[src/rtl/conv_pkg.sv]
// Shared types and constants for the 3x3 convolution front end.
// Used by the window generator, its interface and the testbench.
package conv_pkg;

    localparam int PIX_W       = 6;
    localparam int KERNEL_DIM  = 3;
    localparam int KERNEL_TAPS = 9;

    typedef enum logic [1:0] {
        FILL,
        RUN,
        DRAIN
    } fsm_state_t;

    function automatic int win_count(input int h, input int w);
        return (h - 2) * (w - 2);
    endfunction

endpackage

[src/rtl/conv_window_gen_3x3_if.sv]
// Pixel-in / window-out handshake bundle for conv_window_gen_3x3.
// slave is the generator side, master is the producer/consumer side.
interface conv_window_gen_3x3_if
    import conv_pkg::*;
#(
    parameter int DATA_WIDTH = PIX_W
);

    logic                  in_valid;
    logic                  in_ready;
    logic [DATA_WIDTH-1:0] in_data;
    logic                  win_valid;
    logic                  win_ready;
    logic                  win_last;
    logic [DATA_WIDTH-1:0] win_data_0;
    logic [DATA_WIDTH-1:0] win_data_1;
    logic [DATA_WIDTH-1:0] win_data_2;
    logic [DATA_WIDTH-1:0] win_data_3;
    logic [DATA_WIDTH-1:0] win_data_4;
    logic [DATA_WIDTH-1:0] win_data_5;
    logic [DATA_WIDTH-1:0] win_data_6;
    logic [DATA_WIDTH-1:0] win_data_7;
    logic [DATA_WIDTH-1:0] win_data_8;

    modport slave (
        input  in_valid, in_data, win_ready,
        output in_ready, win_valid, win_last,
        output win_data_0, win_data_1, win_data_2,
        output win_data_3, win_data_4, win_data_5,
        output win_data_6, win_data_7, win_data_8
    );

    modport master (
        output in_valid, in_data, win_ready,
        input  in_ready, win_valid, win_last,
        input  win_data_0, win_data_1, win_data_2,
        input  win_data_3, win_data_4, win_data_5,
        input  win_data_6, win_data_7, win_data_8
    );

endinterface

[src/rtl/line_delay.sv]
// One image line of delay; advances only when shift_en is high.
// dout is the sample written DEPTH shifts ago.
module line_delay #(
    parameter int DATA_WIDTH = 6,
    parameter int DEPTH      = 32
) (
    input  logic                  clk,
    input  logic                  rst_n,
    input  logic                  shift_en,
    input  logic [DATA_WIDTH-1:0] din,
    output logic [DATA_WIDTH-1:0] dout
);

    logic [DATA_WIDTH-1:0] r_mem [DEPTH];

    always_ff @(posedge clk or negedge rst_n) begin
        if (!rst_n) begin
            for (int i = 0; i < DEPTH; i++) begin
                r_mem[i] <= '0;
            end
        end else if (shift_en) begin
            r_mem[0] <= din;
            for (int i = 1; i < DEPTH; i++) begin
                r_mem[i] <= r_mem[i-1];
            end
        end
    end

    assign dout = r_mem[DEPTH-1];

endmodule

[src/rtl/conv_window_gen_3x3.sv]
// Streaming 3x3 window generator feeding the PIM convolution stage.
// Two line delays plus a 3x3 shift array; one window per accept.
module conv_window_gen_3x3
    import conv_pkg::*;
#(
    parameter int DATA_WIDTH = PIX_W,
    parameter int IMG_WIDTH  = 32,
    parameter int IMG_HEIGHT = 32
) (
    input logic                  clk,
    input logic                  rst_n,
    conv_window_gen_3x3_if.slave bus
);

    localparam int CW = $clog2(IMG_WIDTH);
    localparam int RW = $clog2(IMG_HEIGHT);
    localparam logic [CW-1:0] COL_LAST = CW'(IMG_WIDTH - 1);
    localparam logic [RW-1:0] ROW_LAST = RW'(IMG_HEIGHT - 1);
    localparam int K = KERNEL_DIM - 1;

    logic [CW-1:0]         r_col;
    logic [RW-1:0]         r_row;
    fsm_state_t            r_state;
    fsm_state_t            w_state_nxt;
    logic [DATA_WIDTH-1:0] r_win [KERNEL_DIM][KERNEL_DIM];
    logic                  r_win_valid;
    logic                  r_win_last;

    logic                  w_acc;
    logic                  w_col_end;
    logic                  w_row_end;
    logic                  w_frame_end;
    logic                  w_qual;
    logic [DATA_WIDTH-1:0] w_line0;
    logic [DATA_WIDTH-1:0] w_line1;

    // Ready depends only on the output register, never on in_valid.
    assign bus.in_ready = !r_win_valid | bus.win_ready;
    assign w_acc        = bus.in_valid & bus.in_ready;
    assign w_col_end    = (r_col == COL_LAST);
    assign w_row_end    = (r_row == ROW_LAST);
    assign w_frame_end  = w_col_end & w_row_end;
    assign w_qual       = w_acc & (r_state == RUN)
                        & (r_row >= RW'(2))
                        & (r_col >= CW'(2));

    line_delay #(
        .DATA_WIDTH(DATA_WIDTH),
        .DEPTH     (IMG_WIDTH)
    ) u_line0 (
        .clk     (clk),
        .rst_n   (rst_n),
        .shift_en(w_acc),
        .din     (bus.in_data),
        .dout    (w_line0)
    );

    line_delay #(
        .DATA_WIDTH(DATA_WIDTH),
        .DEPTH     (IMG_WIDTH)
    ) u_line1 (
        .clk     (clk),
        .rst_n   (rst_n),
        .shift_en(w_acc),
        .din     (w_line0),
        .dout    (w_line1)
    );

    always_ff @(posedge clk or negedge rst_n) begin
        if (!rst_n) begin
            r_col <= '0;
            r_row <= '0;
        end else if (w_acc) begin
            if (w_col_end) begin
                r_col <= '0;
                r_row <= w_row_end ? '0 : r_row + 1'b1;
            end else begin
                r_col <= r_col + 1'b1;
            end
        end
    end

    always_ff @(posedge clk or negedge rst_n) begin
        if (!rst_n) begin
            r_state <= FILL;
        end else begin
            r_state <= w_state_nxt;
        end
    end

    always_comb begin
        w_state_nxt = r_state;
        unique case (r_state)
            FILL: begin
                if (w_acc && r_row == RW'(1) && w_col_end) begin
                    w_state_nxt = RUN;
                end
            end
            RUN: begin
                if (w_acc && w_frame_end) begin
                    w_state_nxt = DRAIN;
                end
            end
            DRAIN: begin
                if (r_win_valid && bus.win_ready) begin
                    w_state_nxt = FILL;
                end
            end
            default: w_state_nxt = FILL;
        endcase
    end

    always_ff @(posedge clk or negedge rst_n) begin
        if (!rst_n) begin
            for (int i = 0; i < KERNEL_DIM; i++) begin
                for (int j = 0; j < KERNEL_DIM; j++) begin
                    r_win[i][j] <= '0;
                end
            end
        end else if (w_acc) begin
            for (int i = 0; i < KERNEL_DIM; i++) begin
                for (int j = 0; j < K; j++) begin
                    r_win[i][j] <= r_win[i][j+1];
                end
            end
            r_win[0][K] <= w_line1;
            r_win[1][K] <= w_line0;
            r_win[2][K] <= bus.in_data;
        end
    end

    always_ff @(posedge clk or negedge rst_n) begin
        if (!rst_n) begin
            r_win_valid <= 1'b0;
            r_win_last  <= 1'b0;
        end else if (w_acc) begin
            r_win_valid <= w_qual;
            r_win_last  <= w_qual & w_frame_end;
        end else if (bus.win_ready) begin
            r_win_valid <= 1'b0;
            r_win_last  <= 1'b0;
        end
    end

    assign bus.win_valid  = r_win_valid;
    assign bus.win_last   = r_win_last;
    assign bus.win_data_0 = r_win[0][0];
    assign bus.win_data_1 = r_win[0][1];
    assign bus.win_data_2 = r_win[0][2];
    assign bus.win_data_3 = r_win[1][0];
    assign bus.win_data_4 = r_win[1][1];
    assign bus.win_data_5 = r_win[1][2];
    assign bus.win_data_6 = r_win[2][0];
    assign bus.win_data_7 = r_win[2][1];
    assign bus.win_data_8 = r_win[2][2];

endmodule

[src/flat_wrapper.sv]
// flat-port wrapper written by rule: the top's interface ports become plain ports
module conv_window_gen_3x3_flat import conv_pkg::*;
#(
    parameter int DATA_WIDTH = PIX_W,
    parameter int IMG_WIDTH  = 32,
    parameter int IMG_HEIGHT = 32
)
  (clk, rst_n, bus_in_valid, bus_in_data, bus_win_ready, bus_in_ready, bus_win_valid, bus_win_last, bus_win_data_0, bus_win_data_1, bus_win_data_2, bus_win_data_3, bus_win_data_4, bus_win_data_5, bus_win_data_6, bus_win_data_7, bus_win_data_8);
  conv_window_gen_3x3_if #(.DATA_WIDTH(DATA_WIDTH)) bus_i ();
  input logic clk;
  input logic rst_n;
  input wire logic [$bits(bus_i.in_valid)-1:0] bus_in_valid;
  input wire logic [$bits(bus_i.in_data)-1:0] bus_in_data;
  input wire logic [$bits(bus_i.win_ready)-1:0] bus_win_ready;
  output wire logic [$bits(bus_i.in_ready)-1:0] bus_in_ready;
  output wire logic [$bits(bus_i.win_valid)-1:0] bus_win_valid;
  output wire logic [$bits(bus_i.win_last)-1:0] bus_win_last;
  output wire logic [$bits(bus_i.win_data_0)-1:0] bus_win_data_0;
  output wire logic [$bits(bus_i.win_data_1)-1:0] bus_win_data_1;
  output wire logic [$bits(bus_i.win_data_2)-1:0] bus_win_data_2;
  output wire logic [$bits(bus_i.win_data_3)-1:0] bus_win_data_3;
  output wire logic [$bits(bus_i.win_data_4)-1:0] bus_win_data_4;
  output wire logic [$bits(bus_i.win_data_5)-1:0] bus_win_data_5;
  output wire logic [$bits(bus_i.win_data_6)-1:0] bus_win_data_6;
  output wire logic [$bits(bus_i.win_data_7)-1:0] bus_win_data_7;
  output wire logic [$bits(bus_i.win_data_8)-1:0] bus_win_data_8;
  assign bus_i.in_valid = bus_in_valid;
  assign bus_i.in_data = bus_in_data;
  assign bus_i.win_ready = bus_win_ready;
  assign bus_in_ready = bus_i.in_ready;
  assign bus_win_valid = bus_i.win_valid;
  assign bus_win_last = bus_i.win_last;
  assign bus_win_data_0 = bus_i.win_data_0;
  assign bus_win_data_1 = bus_i.win_data_1;
  assign bus_win_data_2 = bus_i.win_data_2;
  assign bus_win_data_3 = bus_i.win_data_3;
  assign bus_win_data_4 = bus_i.win_data_4;
  assign bus_win_data_5 = bus_i.win_data_5;
  assign bus_win_data_6 = bus_i.win_data_6;
  assign bus_win_data_7 = bus_i.win_data_7;
  assign bus_win_data_8 = bus_i.win_data_8;
  conv_window_gen_3x3 #(.DATA_WIDTH(DATA_WIDTH), .IMG_WIDTH(IMG_WIDTH), .IMG_HEIGHT(IMG_HEIGHT)) u_core (.clk(clk), .rst_n(rst_n), .bus(bus_i));
endmodule
[config.mk]
export PLATFORM = sky130hd
export DESIGN_NAME = conv_window_gen_3x3_flat
export DESIGN_NICKNAME = d
export VERILOG_FILES = /design/src/rtl/conv_pkg.sv /design/src/rtl/conv_window_gen_3x3_if.sv /design/src/rtl/line_delay.sv /design/src/rtl/conv_window_gen_3x3.sv /design/src/flat_wrapper.sv
export SDC_FILE = /design/constraint.sdc
export NUM_CORES = 1
export LEC_CHECK = 0
export ABC_AREA = 1
export CAP_MARGIN = 20
export CORE_ASPECT_RATIO = 2
export CORE_MARGIN = 4
export CORE_UTILIZATION = 35
export CTS_BUF_LIST = sky130_fd_sc_hd__clkbuf_4
export DETAILED_ROUTE_END_ITERATION = 12
export PLACE_DENSITY_LB_ADDON = 0.2
export SLEW_MARGIN = 20
export SYNTH_ARGS = -nofsm -noshare
export SYNTH_HDL_FRONTEND = slang
export SYNTH_SLANG_ARGS = --single-unit
[constraint.sdc]
create_clock -name clk -period 2.01 [get_ports clk]
set_input_delay 0.603 -clock clk [delete_from_list [all_inputs] [get_ports clk]]
set_output_delay 0.603 -clock clk [all_outputs]
set_load 0.02 [all_outputs]
Word level (Yosys, flattened, before mapping)

Cells that the tools add are included.

$add $sub $neg: 2
$lt $le $gt $ge: 2
Eq/ne operators: 8
Mux-type cells: 9
Bitwise gates (word level): 7
Reduce and logical (&&, ||, !) cells: 9

Operators with widths:

| operator                                                           | count |
|---|---|
| adder 5 x 1 -> 5 bit (second input constant)                       | 2 |
| == test 5 bit (second input constant)                              | 2 |
| greater-or-equal comparator 5 x 2 -> 1 bit (second input constant) | 2 |
| two-way mux 5 bit                                                  | 2 |
| bitwise AND 1 bit                                                  | 6 |
| two-way mux 2 bit                                                  | 3 |
| case mux 2 bit (3 select lines)                                    | 1 |
| == test 5 x 1 -> 1 bit (second input constant)                     | 1 |
| logical AND 1 bit                                                  | 4 |
| != test 2 x 1 -> 1 bit (second input constant)                     | 2 |
| two-way mux 1 bit                                                  | 3 |
| AND reduction 3 bit                                                | 1 |
| == test 2 x 1 -> 1 bit (second input constant)                     | 1 |
| == test 2 bit (second input constant)                              | 1 |
| zero test 2 bit                                                    | 1 |
| != test 2 bit (second input constant)                              | 1 |
| AND reduction 2 bit                                                | 1 |
| nonzero test 2 bit                                                 | 1 |
| zero test 1 bit                                                    | 1 |
| OR 1 bit                                                           | 1 |

Register bits: 416
Bits of input ports: 10
Output and inout bits: 57
Word-level logic and storage cells: 109

Longest topological paths before layout

Depth in word-level cells: 8
Mapped depth: 9
Depth with buffers taken out: 9

By module

A second synthesis with hierarchy kept.

Cell total of the unflattened synthesis: 1958
Area total of the unflattened synthesis: 17314.1 um2

By module, submodules not included:

| module              | times used | cells each | area each (um2) | seq. area each (um2) |
|---|---|---|---|---|
| line_delay          | 2          | 817        | 7224.4          | 4804.6 |
| conv_window_gen_3x3 | 1          | 324        | 2865.2          | 1701.6 |

Worst setup path before layout

Ideal clock, no wire load.

Kind: input -> register
Start point: input bus_win_ready
End point: register u_core.u_line0.r_mem[43] (netlist bit)
Library setup time: 130 ps
Arrival time: 1300 ps
Data required time: 1880 ps
Path slack: 580 ps
Stages on the path: 6
Buffers on the path: 2
Path through: inv_2 -> nand2_4 -> nand2_8 -> buf_6 -> clkbuf_1 -> o21ai_0

Cells in the longest elaborated chain, start to end: 2

RTL lines:

| element                         | line                      | text |
|---|---|---|
| from (decl)                     | flat_wrapper.sv:14        | `input wire logic [$bits(bus_i.win_ready)-1:0] bus_win_ready;` |
| OR 1 bit                        | conv_window_gen_3x3.sv:38 | `assign bus.in_ready = !r_win_valid \| bus.win_ready;` |
| named net bus_in_ready          | flat_wrapper.sv:15        | `output wire logic [$bits(bus_i.in_ready)-1:0] bus_in_ready;` |
| bitwise AND 1 bit               | conv_window_gen_3x3.sv:39 | `assign w_acc = bus.in_valid & bus.in_ready;` |
| to (signal, indexed assignment) | line_delay.sv:24          | `r_mem[i] <= r_mem[i-1];` |
| to (decl)                       | line_delay.sv:14          | `logic [DATA_WIDTH-1:0] r_mem [DEPTH];` |

The timed path passes the listed nets, and every way through them passes these cells.
A chain may end at the register's enable or synchronous reset.

Worst setup path in the final report

Start point: register u_core.r_win_valid (netlist: u_core.bus.win_valid)
End point: output bus_in_ready

Cells in the longest elaborated chain, start to end: 2

RTL lines:

| element                | line                       | text |
|---|---|---|
| from (decl)            | conv_window_gen_3x3.sv:26  | `logic r_win_valid;` |
| from (signal assigned) | conv_window_gen_3x3.sv:137 | `r_win_valid <= w_qual;` |
| zero test 1 bit        | conv_window_gen_3x3.sv:38  |  |
| OR 1 bit               | conv_window_gen_3x3.sv:38  |  |
| to (decl)              | flat_wrapper.sv:15         |  |

No other way between the ends.

==> run_results.csv <==
group,metric,value,unit
grt,antenna_found_initial,2,
critical_path,cp.depth,2,
critical_path,critPathMaxStageDelay,0.43,ns
critical_path,end_kind,"output port",
yosys,syn_inst,1649,
status,status,"completed",
critical_path,path_class,"reg2out",
critical_path,cpMaxStageDelayCell,"dfrtp_1",
routing,num_vias,10900,
finish,final_util,0.419,
yosys,synth_seq_cells,416,
die,die_width,160,um
finish,stdcell_area,0.0190,mm2
sta,min_period,1.97,ns
clock_network,clk_pin_slew,0.08,ns
finish,post_layout_nonfiller_instances,2425,
power,ir_drop,568,uV
critical_path,path_max_fanout,3,
critical_path,setup.worst_path.start_class,"flop",
grt,grt_pass1_wl,55000,um
sta,skew,0.0330,ns
routing,drc_errors,0,
clock_network,cts.htree.levels,3,
critical_path,path_buf_inv,1,
clock_network,clockRootBuffer,"clkbuf_4",
die,initial_core_util,0.355,
sta,tightest_slew,0.389,ns
critical_path,crit_required,1.41,ns
sta,hold_violations,0,
finish,areaGrowthSynthToFinish,18.0,%
die,die_height,311,um
yosys,yosysUniqueCellTypes,22,
routing,antenna_left,0,
yosys,syn_area,0.0161,mm2
critical_path,cpLargestDelayFamily,"flip-flops",
placed_design,dp_cells,2219,
die,boundaryPins,67,
clock_network,clkLatencyLatePin,0.77,ns
sta,layout_setup_ws,0.0385,ns
placed_design,place_ws,-0.407,ns
grt,grt_max_degree,74,
finish,final_common_cell,"nand2_1",
die,num_rows,110,
routing,wl_per_cell,12.8,um
die,dieArea,0.0497,mm2
placed_design,port_buffers,66,
yosys,synth-seq-area-share,0.647,
sta,whs,0.298,ns
power,power.density,1130,mW/mm2
routing,avgViaCountPerCell,4.50,
routing,routed_wl,31100,um
grt,grt_pass1_vias,11500,
clock_network,cts_sinks,416,
finish,nets,1809,
job,max_cap_viol_count,0,
yosys,syn_nets,1667,
sta,finalCritPeriodShare,0.981,
yosys,yosys_warnings,0,
sta,setup_viol,0,
sta,fmax,507,MHz
sta,grt_setup_unrepaired,"true",
grt,grt.overflow.total,0,
routing,dr.first_iter.drc_count,488,
critical_path,r2r_cells,7,
clock_network,clk_path_buf_depth,3,
clock_network,cts_tree,"yes",
grt,grtUsageTotal,0.130,
routing,drt_pass1_iterations,4,
critical_path,critical_path_arrival,1.37,ns
yosys,syn_area_per_cell,9.75,um2
die,core_area,0.0453,mm2
sta,relSlewSlack,0.740,
finish,final_cell_mix,"nand2_1 (477), dfrtp_1 (414), o21ai_1 (213)",
placed_design,gp_congestion,0.717,
sta,maxSlewViolCount,0,
min_path,hold_class,"in2async",
placed_design,dpl.hpwl,19700,um
critical_path,worstPathCellList,"nand2_4 > buf_6",
power,leakage,9.11,nW
clock_network,numCtsBuffers,97,
placed_design,placed_area,0.0175,mm2
finish,layout-drive-gt1-share,0.170,
==> routing by layer <==
layer,wire (um),global-route usage,up-vias
met3,1030,0.0260,70
met4,942,0.0596,0
met5,0,0,-
met2,16000,0.225,142
li1,-,-,5468
met1,13100,0.155,5224
==> path summary, 6_finish.rpt <==
path | end | startpoint | slack (ns)
setup / recovery | bus_in_ready | u_core.bus.win_valid | 0.04
hold / removal | u_core.u_line1.r_mem[99] | rst_n | 0.30
setup reg to reg | u_core.r_state[0] | u_core.r_row[1] | 0.35
hold reg to reg | u_core.u_line0.dout[4] | u_core.u_line0.r_mem[10] | 0.47
max in group asynchronous | u_core.bus.win_data_4[1] | rst_n | 1.01
min in group clk | u_core.bus.win_data_8[4] | bus_in_data[4] | 0.38
==> logic make-up (layout without fill, tap and decap cells) <==
kind of cell | after synthesis | count (layout) | synth area share
other cells | 0 | 2 | 0
compound gates | 388 | 388 | 0.121
flops | 416 | 416 | 0.647
fa+ha+maj | 8 | 8 | 0.00622
simple gates | 505 | 505 | 0.121
buf+inv | 332 | 546 | 0.104
==> repair_timing <==
action	in CTS	in global routing
resized for setup	323	0
hold endpoints to repair	175	0
hold buffers	1	0
endpoints found under the setup margin	57	23
pin swaps	1	0
setup buffers	29	3
==> state kept, by name (all words and copies together), names as in the netlist <==
name                   cells
u_core.u_line0.r_mem     168
u_core.u_line1.r_mem     168
u_core.bus.win_data_0      6
u_core.bus.win_data_1      6
u_core.bus.win_data_2      6
u_core.bus.win_data_3      6
u_core.bus.win_data_4      6
u_core.bus.win_data_5      6
u_core.bus.win_data_6      6
u_core.bus.win_data_7      6
u_core.bus.win_data_8      6
u_core.u_line0.dout        6
u_core.u_line1.dout        6
u_core.r_col               5
u_core.r_row               5
u_core.r_state             2
u_core.bus.win_last        1
u_core.bus.win_valid       1
==> Yosys cell counts (all sizes together) <==
master	count	area, um2
clkbuf	10	37.5
nor3	2	10.0
nand2	479	1820
nor3b	1	7.51
dfrtp	416	10400
nand3	10	50.1
o21bai	1	7.51
nor2	11	48.8
o21ai	384	1920
nand4	2	12.5
inv	207	782
ha	8	100
a21oi	3	15.0
buf	115	860
==> layout make-up <==
| cell class | instances | area, um2 |
|---|---|---|
| Clock buffer | 142 | 1070 |
| Fill cell | 4420 | 26300 |
| Tap cell | 560 | 701 |
| Antenna cell | 2 | 5.00 |
| Sequential cell | 416 | 10400 |
| Inverter | 207 | 790 |
| Multi-Input combinational cell | 901 | 4000 |
| Clock inverter | 29 | 178 |
| Timing Repair Buffer | 168 | 1830 |
==> worst reg2reg max path, cell delays in order, from the launching register on <==
cell and delay, ns:
dfrtp_1 0.44, ha_1 0.21, inv_1 0.06, nor3_1 0.20, ha_1 0.25, nand2_1 0.09
o21bai_1 0.18, o21ai_0 0.10
==> through the flow <==
stage	power, mW	setup TNS [ns]
3_3_place_gp	14.6	-53.72
2_1_floorplan	13.4	0
4_1_cts	21.9	-0.575
3_5_place_dp	14.7	-46.26
5_1_grt	23.0	-0.370
6_report	21.4	0
==> power by group <==
part           switching, mW  leakage (nW)  internal [mW]
clock                   3.28         0.735           3.50
sequential             0.877          5.48           10.1
combinational           2.07          2.89           1.55
total                   6.23          9.11           15.2
No activity file was read; power rests on OpenSTA's default activity.
